File: config.mk
export PLATFORM = sky130hd
export DESIGN_NAME = lsu_stage_flat
export DESIGN_NICKNAME = d
export VERILOG_FILES = /design/src/rtl/lsu_stage_pkg.sv /design/src/rtl/lsu_stage_if.sv /design/src/rtl/lsu_align.sv /design/src/rtl/lsu_stage.sv /design/src/flat_wrapper.sv
export SDC_FILE = /design/constraint.sdc
export NUM_CORES = 1
export LEC_CHECK = 0
export CAP_MARGIN = 30
export CORE_AREA = 2 2 319 321
export CTS_CLUSTER_DIAMETER = 200
export DETAILED_ROUTE_END_ITERATION = 16
export DIE_AREA = 0 0 321 323
export PLACE_DENSITY = 0.43
export SYNTH_ARGS = -nofsm -noshare
export SYNTH_HDL_FRONTEND = slang
export SYNTH_SLANG_ARGS = --single-unit
File: constraint.sdc
create_clock -name clock -period 3.6 [get_ports clock]
set_input_delay 0.72 -clock clock [delete_from_list [all_inputs] [get_ports clock]]
set_output_delay 0.72 -clock clock [all_outputs]
set_load 0.02 [all_outputs]
File: src/rtl/lsu_stage_pkg.sv
// Shared definitions for the LSU stage: mem_op encodings, trap causes, FSM states,
// writeback bundle layout and small mem_op decode helpers.
package lsu_stage_pkg;

    localparam int unsigned DATA_W = 64;

    typedef enum logic [3:0] {
        MEM_NONE = 4'd0,
        MEM_LB   = 4'd1,
        MEM_LH   = 4'd2,
        MEM_LW   = 4'd3,
        MEM_LD   = 4'd4,
        MEM_LBU  = 4'd5,
        MEM_LHU  = 4'd6,
        MEM_LWU  = 4'd7,
        MEM_SB   = 4'd8,
        MEM_SH   = 4'd9,
        MEM_SW   = 4'd10,
        MEM_SD   = 4'd11
    } mem_op_e;

    localparam logic [DATA_W-1:0] BREAKPOINT       = 64'd3;
    localparam logic [DATA_W-1:0] LOAD_MISALIGNED  = 64'd4;
    localparam logic [DATA_W-1:0] STORE_MISALIGNED = 64'd6;
    localparam logic [DATA_W-1:0] ECALL_U          = 64'd8;
    localparam logic [DATA_W-1:0] ECALL_S          = 64'd9;
    localparam logic [DATA_W-1:0] ECALL_M          = 64'd11;

    typedef enum logic [1:0] {
        ST_IDLE = 2'd0,
        ST_REQ  = 2'd1,
        ST_RESP = 2'd2
    } state_e;

    typedef struct packed {
        logic              valid;
        logic              wen;
        logic [4:0]        rd;
        logic [DATA_W-1:0] wdata;
        logic              csr_wen;
        logic [11:0]       csr_addr;
        logic [DATA_W-1:0] csr_wdata;
        logic              exception;
        logic [DATA_W-1:0] cause;
        logic [DATA_W-1:0] pc;
    } wb_t;

    function automatic logic op_is_load(logic [3:0] op);
        return (op >= MEM_LB) && (op <= MEM_LWU);
    endfunction

    function automatic logic op_is_store(logic [3:0] op);
        return (op >= MEM_SB) && (op <= MEM_SD);
    endfunction

    function automatic logic op_is_mem(logic [3:0] op);
        return op_is_load(op) || op_is_store(op);
    endfunction

    // log2 of the access size in bytes
    function automatic logic [1:0] op_size(logic [3:0] op);
        case (op)
            MEM_LH, MEM_LHU, MEM_SH: return 2'd1;
            MEM_LW, MEM_LWU, MEM_SW: return 2'd2;
            MEM_LD, MEM_SD:          return 2'd3;
            default:                 return 2'd0;
        endcase
    endfunction

    function automatic logic op_misaligned(logic [3:0] op, logic [2:0] off);
        case (op_size(op))
            2'd1:    return off[0];
            2'd2:    return |off[1:0];
            2'd3:    return |off;
            default: return 1'b0;
        endcase
    endfunction

endpackage

File: src/rtl/lsu_stage_if.sv
// Request/grant/response data-memory port between the LSU (master) and memory (slave).
interface lsu_stage_if #(
    parameter int unsigned XLEN = 64
) ();

    logic              dmem_req;
    logic              dmem_we;
    logic [XLEN-1:0]   dmem_addr;
    logic [XLEN-1:0]   dmem_wdata;
    logic [XLEN/8-1:0] dmem_wmask;
    logic              dmem_gnt;
    logic              dmem_rvalid;
    logic [XLEN-1:0]   dmem_rdata;

    modport master (
        output dmem_req, dmem_we, dmem_addr, dmem_wdata, dmem_wmask,
        input  dmem_gnt, dmem_rvalid, dmem_rdata
    );

    modport slave (
        input  dmem_req, dmem_we, dmem_addr, dmem_wdata, dmem_wmask,
        output dmem_gnt, dmem_rvalid, dmem_rdata
    );

endinterface

File: src/rtl/lsu_align.sv
// Combinational lane handling: load lane select with sign/zero extension,
// store byte-mask generation and data shift into the addressed lanes.
module lsu_align
    import lsu_stage_pkg::*;
#(
    parameter int unsigned XLEN = 64
) (
    input  logic [3:0]        op_i,
    input  logic [2:0]        off_i,
    input  logic [XLEN-1:0]   rdata_i,
    input  logic [XLEN-1:0]   store_data_i,
    output logic [XLEN-1:0]   load_data_o,
    output logic [XLEN-1:0]   store_wdata_o,
    output logic [XLEN/8-1:0] wmask_o
);

    localparam int unsigned NB = XLEN / 8;

    logic [XLEN-1:0] lane;
    logic [NB-1:0]   base_mask;

    always_comb begin
        lane        = rdata_i >> {off_i, 3'b000};
        load_data_o = lane;
        case (op_i)
            MEM_LB:  load_data_o = {{(XLEN-8){lane[7]}}, lane[7:0]};
            MEM_LH:  load_data_o = {{(XLEN-16){lane[15]}}, lane[15:0]};
            MEM_LW:  load_data_o = {{(XLEN-32){lane[31]}}, lane[31:0]};
            MEM_LBU: load_data_o = {{(XLEN-8){1'b0}}, lane[7:0]};
            MEM_LHU: load_data_o = {{(XLEN-16){1'b0}}, lane[15:0]};
            MEM_LWU: load_data_o = {{(XLEN-32){1'b0}}, lane[31:0]};
            default: load_data_o = lane;
        endcase

        case (op_size(op_i))
            2'd1:    base_mask = NB'(8'h03);
            2'd2:    base_mask = NB'(8'h0F);
            2'd3:    base_mask = '1;
            default: base_mask = NB'(8'h01);
        endcase
        wmask_o       = base_mask << off_i;
        store_wdata_o = store_data_i << {off_i, 3'b000};
    end

endmodule

File: src/rtl/lsu_stage.sv
// Memory-access pipeline stage: runs one load/store at a time over the dmem port,
// traps misaligned accesses and registers the writeback bundle.
module lsu_stage
    import lsu_stage_pkg::*;
#(
    parameter int unsigned XLEN = 64
) (
    input  logic            clock,
    input  logic            reset,
    input  logic            valid_i,
    input  logic [3:0]      mem_op_i,
    input  logic [XLEN-1:0] addr_i,
    input  logic [XLEN-1:0] store_data_i,
    input  logic            wen_i,
    input  logic [4:0]      rd_i,
    input  logic            csr_wen_i,
    input  logic [11:0]     csr_addr_i,
    input  logic [XLEN-1:0] csr_wdata_i,
    input  logic            exception_i,
    input  logic [XLEN-1:0] cause_i,
    input  logic [XLEN-1:0] pc_i,
    output logic            stall_o,
    lsu_stage_if.master     dmem,
    output logic            valid_o,
    output logic            wen_o,
    output logic [4:0]      rd_o,
    output logic [XLEN-1:0] wdata_o,
    output logic            csr_wen_o,
    output logic [11:0]     csr_addr_o,
    output logic [XLEN-1:0] csr_wdata_o,
    output logic            exception_o,
    output logic [XLEN-1:0] cause_o,
    output logic [XLEN-1:0] pc_o
);

    state_e            state_q, state_d;
    logic [3:0]        op_q;
    logic [XLEN-1:0]   addr_q, sdata_q;
    wb_t               ctx_q, ctx_d;
    wb_t               wb_q, wb_d;
    logic              accept;
    logic [XLEN-1:0]   load_data, st_wdata;
    logic [XLEN/8-1:0] st_wmask;
    logic              in_req;

    lsu_align #(.XLEN(XLEN)) u_align (
        .op_i          (op_q),
        .off_i         (addr_q[2:0]),
        .rdata_i       (dmem.dmem_rdata),
        .store_data_i  (sdata_q),
        .load_data_o   (load_data),
        .store_wdata_o (st_wdata),
        .wmask_o       (st_wmask)
    );

    always_comb begin
        state_d = state_q;
        wb_d    = '0;
        stall_o = 1'b0;
        accept  = 1'b0;

        // Bundle fields that ride along with an accepted memory op until it retires
        ctx_d           = '0;
        ctx_d.wen       = wen_i;
        ctx_d.rd        = rd_i;
        ctx_d.wdata     = addr_i;
        ctx_d.csr_wen   = csr_wen_i;
        ctx_d.csr_addr  = csr_addr_i;
        ctx_d.csr_wdata = csr_wdata_i;
        ctx_d.pc        = pc_i;

        case (state_q)
            ST_IDLE: begin
                if (valid_i) begin
                    wb_d.valid     = 1'b1;
                    wb_d.rd        = rd_i;
                    wb_d.wdata     = addr_i;
                    wb_d.csr_addr  = csr_addr_i;
                    wb_d.csr_wdata = csr_wdata_i;
                    wb_d.pc        = pc_i;
                    if (exception_i) begin
                        wb_d.exception = 1'b1;
                        wb_d.cause     = cause_i;
                    end else if (!op_is_mem(mem_op_i)) begin
                        wb_d.wen     = wen_i;
                        wb_d.csr_wen = csr_wen_i;
                    end else if (op_misaligned(mem_op_i, addr_i[2:0])) begin
                        wb_d.exception = 1'b1;
                        wb_d.cause     = op_is_store(mem_op_i) ? STORE_MISALIGNED : LOAD_MISALIGNED;
                    end else begin
                        wb_d    = '0;
                        stall_o = 1'b1;
                        accept  = 1'b1;
                        state_d = ST_REQ;
                    end
                end
            end
            ST_REQ: begin
                stall_o = 1'b1;
                if (dmem.dmem_gnt) state_d = ST_RESP;
            end
            ST_RESP: begin
                if (dmem.dmem_rvalid) begin
                    state_d    = ST_IDLE;
                    wb_d       = ctx_q;
                    wb_d.valid = 1'b1;
                    if (op_is_load(op_q)) wb_d.wdata = load_data;
                    else                  wb_d.wen   = 1'b0;
                end else begin
                    stall_o = 1'b1;
                end
            end
            default: state_d = ST_IDLE;
        endcase
    end

    always_ff @(posedge clock) begin
        if (reset) begin
            state_q <= ST_IDLE;
            op_q    <= '0;
            addr_q  <= '0;
            sdata_q <= '0;
            ctx_q   <= '0;
            wb_q    <= '0;
        end else begin
            state_q <= state_d;
            wb_q    <= wb_d;
            if (accept) begin
                op_q    <= mem_op_i;
                addr_q  <= addr_i;
                sdata_q <= store_data_i;
                ctx_q   <= ctx_d;
            end
        end
    end

    assign in_req          = (state_q == ST_REQ);
    assign dmem.dmem_req   = in_req;
    assign dmem.dmem_we    = in_req && op_is_store(op_q);
    assign dmem.dmem_addr  = in_req ? {addr_q[XLEN-1:3], 3'b000} : '0;
    assign dmem.dmem_wdata = in_req ? st_wdata : '0;
    assign dmem.dmem_wmask = in_req ? st_wmask : '0;

    assign valid_o     = wb_q.valid;
    assign wen_o       = wb_q.wen;
    assign rd_o        = wb_q.rd;
    assign wdata_o     = wb_q.wdata;
    assign csr_wen_o   = wb_q.csr_wen;
    assign csr_addr_o  = wb_q.csr_addr;
    assign csr_wdata_o = wb_q.csr_wdata;
    assign exception_o = wb_q.exception;
    assign cause_o     = wb_q.cause;
    assign pc_o        = wb_q.pc;

endmodule

File: src/flat_wrapper.sv
// flat-port wrapper written by rule: the top's interface ports become plain ports
module lsu_stage_flat import lsu_stage_pkg::*;
#(
    parameter int unsigned XLEN = 64
)
  (clock, reset, valid_i, mem_op_i, addr_i, store_data_i, wen_i, rd_i, csr_wen_i, csr_addr_i, csr_wdata_i, exception_i, cause_i, pc_i, stall_o, valid_o, wen_o, rd_o, wdata_o, csr_wen_o, csr_addr_o, csr_wdata_o, exception_o, cause_o, pc_o, dmem_dmem_req, dmem_dmem_we, dmem_dmem_addr, dmem_dmem_wdata, dmem_dmem_wmask, dmem_dmem_gnt, dmem_dmem_rvalid, dmem_dmem_rdata);
  lsu_stage_if #(.XLEN(XLEN)) dmem_i ();
  input  logic clock;
  input  logic reset;
  input  logic valid_i;
  input  logic [3:0] mem_op_i;
  input  logic [XLEN-1:0] addr_i;
  input  logic [XLEN-1:0] store_data_i;
  input  logic wen_i;
  input  logic [4:0] rd_i;
  input  logic csr_wen_i;
  input  logic [11:0] csr_addr_i;
  input  logic [XLEN-1:0] csr_wdata_i;
  input  logic exception_i;
  input  logic [XLEN-1:0] cause_i;
  input  logic [XLEN-1:0] pc_i;
  output logic stall_o;
  output logic valid_o;
  output logic wen_o;
  output logic [4:0] rd_o;
  output logic [XLEN-1:0] wdata_o;
  output logic csr_wen_o;
  output logic [11:0] csr_addr_o;
  output logic [XLEN-1:0] csr_wdata_o;
  output logic exception_o;
  output logic [XLEN-1:0] cause_o;
  output logic [XLEN-1:0] pc_o;
  output wire logic [$bits(dmem_i.dmem_req)-1:0] dmem_dmem_req;
  output wire logic [$bits(dmem_i.dmem_we)-1:0] dmem_dmem_we;
  output wire logic [$bits(dmem_i.dmem_addr)-1:0] dmem_dmem_addr;
  output wire logic [$bits(dmem_i.dmem_wdata)-1:0] dmem_dmem_wdata;
  output wire logic [$bits(dmem_i.dmem_wmask)-1:0] dmem_dmem_wmask;
  input wire logic [$bits(dmem_i.dmem_gnt)-1:0] dmem_dmem_gnt;
  input wire logic [$bits(dmem_i.dmem_rvalid)-1:0] dmem_dmem_rvalid;
  input wire logic [$bits(dmem_i.dmem_rdata)-1:0] dmem_dmem_rdata;
  assign dmem_dmem_req = dmem_i.dmem_req;
  assign dmem_dmem_we = dmem_i.dmem_we;
  assign dmem_dmem_addr = dmem_i.dmem_addr;
  assign dmem_dmem_wdata = dmem_i.dmem_wdata;
  assign dmem_dmem_wmask = dmem_i.dmem_wmask;
  assign dmem_i.dmem_gnt = dmem_dmem_gnt;
  assign dmem_i.dmem_rvalid = dmem_dmem_rvalid;
  assign dmem_i.dmem_rdata = dmem_dmem_rdata;
  lsu_stage #(.XLEN(XLEN)) u_core (.clock(clock), .reset(reset), .valid_i(valid_i), .mem_op_i(mem_op_i), .addr_i(addr_i), .store_data_i(store_data_i), .wen_i(wen_i), .rd_i(rd_i), .csr_wen_i(csr_wen_i), .csr_addr_i(csr_addr_i), .csr_wdata_i(csr_wdata_i), .exception_i(exception_i), .cause_i(cause_i), .pc_i(pc_i), .stall_o(stall_o), .dmem(dmem_i), .valid_o(valid_o), .wen_o(wen_o), .rd_o(rd_o), .wdata_o(wdata_o), .csr_wen_o(csr_wen_o), .csr_addr_o(csr_addr_o), .csr_wdata_o(csr_wdata_o), .exception_o(exception_o), .cause_o(cause_o), .pc_o(pc_o));
endmodule
### Yosys cells after proc, flatten, opt, wreduce, memory -nomap -nowiden

Memories as Yosys holds them, arrays and structs flattened. A register that Yosys moved wholly into a read port is not among the register bits.
Cells that the tools add are included.

* add/subtract/negate cells: 0
* multiply operators: 0
* divide/modulo/power cells: 0
* $lt $le $gt $ge: 8
* equality and inequality tests: 20
* shift-type cells: 3
* mux-type cells: 47
* bitwise gates (word level): 0
* reductions and logical operators: 10

Operators with widths (number)
* 277-bit two-way mux: 2
* 277-bit one-hot mux with 2 select lines: 1
* 64-bit one-hot mux with 6 select lines: 1
* 64-bit two-way mux: 5
* 148-bit two-way mux: 2
* 205-bit two-way mux: 1
* 65-bit two-way mux: 2
* 69-bit two-way mux: 1
* 64-bit by 6-bit left shift with 64-bit output: 1
* 64-bit by 6-bit >> shifter with 64-bit output: 1
* 8-bit one-hot mux with 3 select lines: 1
* 2-bit two-way mux: 11
* 1-bit two-way mux: 14
* 4-bit by 3-bit equality test with 1-bit output (second input constant): 3
* 2-bit equality test (second input constant): 5
* 2-bit inequality test (second input constant): 5
* 4-bit by 2-bit equality test with 1-bit output (second input constant): 2
* 4-bit by 1-bit greater-or-equal comparator with 1-bit output (second input constant): 2
* 4-bit greater-or-equal comparator (second input constant): 2
* 4-bit by 3-bit less-or-equal comparator with 1-bit output (second input constant): 2
* 4-bit less-or-equal comparator (second input constant): 2
* 4-bit two-way mux: 2
* 8-bit two-way mux: 1
* 8-bit by 3-bit left shift with 8-bit output: 1
* other kinds (11): 18

* bits in registers: 558
* latch bits: 0
* bits in writable memories: 0
* bits in read-only memories: 64
* input port bits: 413
* output and inout port bits: 416
* logic and storage cells: 110
* memories kept: 2

Memories
* (no name shown): depth 16, bits a word 2, rd ports 1, clocked after Yosys merged registers in 0, wr ports 0, line lsu_stage_pkg.sv:62 `case (op)`
* (no name shown): depth 16, bits a word 2, rd ports 1, clocked after Yosys merged registers in 1, wr ports 0, line lsu_stage_pkg.sv:62

### Longest topological paths before layout

* depth in word-level cells: 20
* mapped depth: 12
* mapped depth without buffers: 12

### Cells and area by module

A second synthesis with hierarchy kept.

* cells, all modules: 2671
* area total of the unflattened synthesis: 26406.6 um^2

Modules (own cells, without submodules)
* lsu_stage: instances 1, cells each 2105, area each 22446.5 um^2, sequential area each 11170.7 um^2
* lsu_align: instances 1, cells each 566, area each 3960.0 um^2, sequential area each 0.0 um^2

### Worst setup path after synthesis

No wires, ideal clock.

* path type: flip-flop to output port
* from: register, netlist name u_core.ctx_q[207]
* to: output dmem_dmem_wmask[2]
* data arrival time: 2386 ps
* required time: 2880 ps
* path slack: 494 ps
* cell stages (with the launch flop): 8
* path buffers: 5
* path through: dfxtp_1 > buf_6 > buf_2 > clkbuf_1 > clkbuf_1 > clkbuf_1 > a211oi_1 > a211oi_1

RTL lines
* to (decl): line flat_wrapper.sv:37 `output wire logic [$bits(dmem_i.dmem_wmask)-1:0] dmem_dmem_wmask;`

### Worst setup path in the final report

* from: register u_core.state_q[1]
* to: output dmem_dmem_wdata[33]

* cells in the longest elaborated chain, start to end: 2

Ends and longest elaborated chain
* from (decl): line lsu_stage.sv:36 `state_e state_q, state_d;`
* from (signal assigned): line lsu_stage.sv:126 `state_q <= state_d;`
* 2-bit by 1-bit equality test with 1-bit output: line lsu_stage.sv:137 `assign in_req = (state_q == ST_REQ);`
* 64-bit two-way mux: line lsu_stage.sv:141 `assign dmem.dmem_wdata = in_req ? st_wdata : '0;`
* to (decl): line flat_wrapper.sv:36 `output wire logic [$bits(dmem_i.dmem_wdata)-1:0] dmem_dmem_wdata;`

Every way passes these cells.

==> impl_metrics.ini <==
[outcome]
status = finished clean

[cts]
tritoncts = built
h-tree-depth = 3
clk_latency_ps = 650
clockRootBuffer = clkbuf_16
clockBufferDepth = 3
cts_hold_buf = 0
clkTransAtPathRegs_ps = 50
cts_buffers = 72
cts_sinks = 560

[route]
post-route-drc-count = 0
vias = 23400
drt.antenna.violating_nets = 0
wl_um = 114000
wl_per_cell_um = 23.1
drt-vias-per-instance = 4.75
dr.pass1.iters = 6
drt-initial-drc-count = 1485

[critical_path]
cp.required_ps = 2880
cpPeakStageDelay_ps = 640
endpoint_kind = output pin
critPathKind = reg -> out
rrSetupSlack_ps = 600
start_kind = flop
slowest_stage = clkdlybuf4s50_1
cp.arrival_ps = 2790
crit_fanout = 27
crit_chain = nand2b_2, buf_6, nor4_1, buf_4, a22o_1, clkdlybuf4s50_1

[grt]
gr-total-overflow = 0
globalRouteTotalUtil_pct = 20.9
grt_pass1_vias = 22700
grt_pass1_wl_um = 161000
antenna_found_initial = 36
grt_start_max_net_pins = 150

[floorplanning]
die_h_um = 323
fp.coreArea_sq_mm = 0.101
fp-row-count = 117
die_area_sq_mm = 0.104
pin_count = 829
start_util_pct = 23.2
die_w_um = 321

[synth]
synth_top_area_share_pct = 47.9
synth_seq_area_share_pct = 47.9
synth_largest_area_cell = dfxtp_1
synth_cell_types = 57
synth.cell_area_sq_mm = 0.0234
ys.flop_type = dfxtp_1
synth_warnings = 0
yosys_register_bits = 560
netlist_instances = 2785
synth_edf_count = 0
netlist_top_cells_count = nand2_1, dfxtp_1, a21oi_1
synth.most_common_cell = nand2_1
async_reset_ff_share_pct = 0
avgSynthCellArea_sq_um = 8.40
synth_area_leaders = dfxtp_1, nand2_1, a21oi_1

[timing]
fmax_mhz = 285
finalHoldViolCount = 0
report.final.slew_viol_count = 0
finClkSkew_ps = 33.8
period_minus_slack_ps = 3510
setup_violations = 0
hold_slack_ps = 452
period_share_pct = 97.5
tightestPinTransition_ps = 834
rsz0062_at_grt = false
tns_ps = 0
worst_slack_ps = 90.5
slew_headroom_pct = 44.4

[pwr]
p_leak_uw = 0.0130
switching_share_pct = 27.1
power.total_uw = 16400
power_density_mw_per_mm2 = 454
switchingPower_uw = 4450
power_frac_comb_pct = 14.7
intPower_uw = 11900
clock_power_share_pct = 45.0
seqPwrFrac_pct = 40.3
peakVddDrop_v = 0.000280

[place]
place_congestion = 0.864
hpwl_um = 81900
dp_slack_ps = -290
place_area_sq_mm = 0.0335
io_buffers = 825

[final_layout]
area_growth_pct = 54.2
fillers = 10500
final_area_sq_mm = 0.0361
nets = 3969
drive_gt1_share_pct = 8.91

[min_path]
hold_path_class = reg -> reg

[run]
maxCapViolCount = 0
-- per-layer routing --
metal | up-vias | track usage (%) | share of wire (%)
met3 | 165 | 5.87 | 6.9
met1 | 11300 | 25.5 | 41
li1 | 11100 | - | -
met5 | - | 0 | 0.13
met4 | 22 | 7.00 | 2.7
met2 | 792 | 35.4 | 49
-- cells in the final DEF (no fill, tap or decap), types with 8 or more instances in the layout --
cell type / count
a211oi_1: 14
a21oi_1: 377
a22o_1: 8
a22oi_1: 156
and2_1: 86
and3_1: 62
buf_12: 29
buf_4: 83
clkbuf_1: 17
clkbuf_16: 76
clkdlybuf4s50_1: 814
clkinv_2: 15
dfxtp_1: 557
diode_2: 20
mux2_2: 16
mux2i_1: 84
mux4_2: 53
nand2_1: 643
nand2b_1: 9
nor2_1: 254
nor3_1: 13
o21ai_0: 62
o21ai_1: 30
o221ai_1: 16
-- critical path: cells and delay by family, from the launching register on --
kind | cells | cell delay [ps]
buf+inv | 3 | 1140
simple gates | 2 | 520
flops | 1 | 330
compound gates | 1 | 180
-- cell families (layout without fill, tap and decap cells) --
kind of cell | Yosys count | after routing | share of synthesized area, %
compound gates | 705 | 705 | 17.9
xor+xnor | 1 | 1 | 0.0374
fa+ha+maj | 5 | 5 | 0.267
buf+inv | 258 | 1075 | 4.56
flops | 560 | 560 | 47.9
mux | 153 | 153 | 9.47
other cells | 1 | 23 | 0.0160
simple gates | 1102 | 1102 | 19.8
-- state kept, by name, summed over array words and instances, names as in the netlist, 2 cells and up, named ones only --
signal / flops
u_core.op_q: 4
u_core.csr_addr_o: 12
u_core.pc_o: 64
u_core.wdata_o: 64
u_core.cause_o: 64
u_core.ctx_q: 211
u_core.state_q: 2
u_core.csr_wdata_o: 64
u_core.sdata_q: 64
u_core.rd_o: 5
-- power by group through the flow --
stage	Combinational (uW)	Clock, uW	Sequential [uW]
after floorplan	918	0	6850
after global placement	2410	0	6740
after detailed placement	2410	0	6740
after CTS	2430	7630	6600
after global routing	2600	7860	6630
final	2410	7380	6600
-- final timing paths --
check | from | depth (start not counted) | endpoint
max | u_core.state_q[1] | 6 | dmem_dmem_wdata[33]
min | u_core.ctx_q[272] | 2 | u_core.ctx_q[272]
max reg2reg | u_core.ctx_q[206] | 8 | u_core.wdata_o[28]
min reg2reg | u_core.ctx_q[272] | 2 | u_core.ctx_q[272]
-- what timing repair did --
item / in CTS / in global routing
setup buffers: 5 / 7
setup endpoints to repair: 42 / 27
resized for setup: 12 / 6
cloned: 0 / 1
hold endpoints to repair: 0 / 0
-- layout make-up --
class                      instances  area (sq um)  area share, %
sequential                       560         11200           31.1
multi-input combinational       1969         11200           31.0
timing repair buffer             940          9550           26.5
clock buffer                      98          2020           5.61
tap                             1309          1640           4.54
clock inverter                    29           363           1.01
antenna                           20          50.0          0.139
inverter                           8          30.0         0.0832
-- metrics by stage --
| step | util (%) | instances |
|---|---|---|
| after CTS | 35.7 | 4905 |
| final | 35.8 | 4933 |
| after global routing | 35.8 | 4931 |
| after detailed placement | 33.2 | 4773 |
| after global placement | 33.2 | 4773 |
| after floorplan | - | 2787 |
No activity file was read; power rests on OpenSTA's default activity.
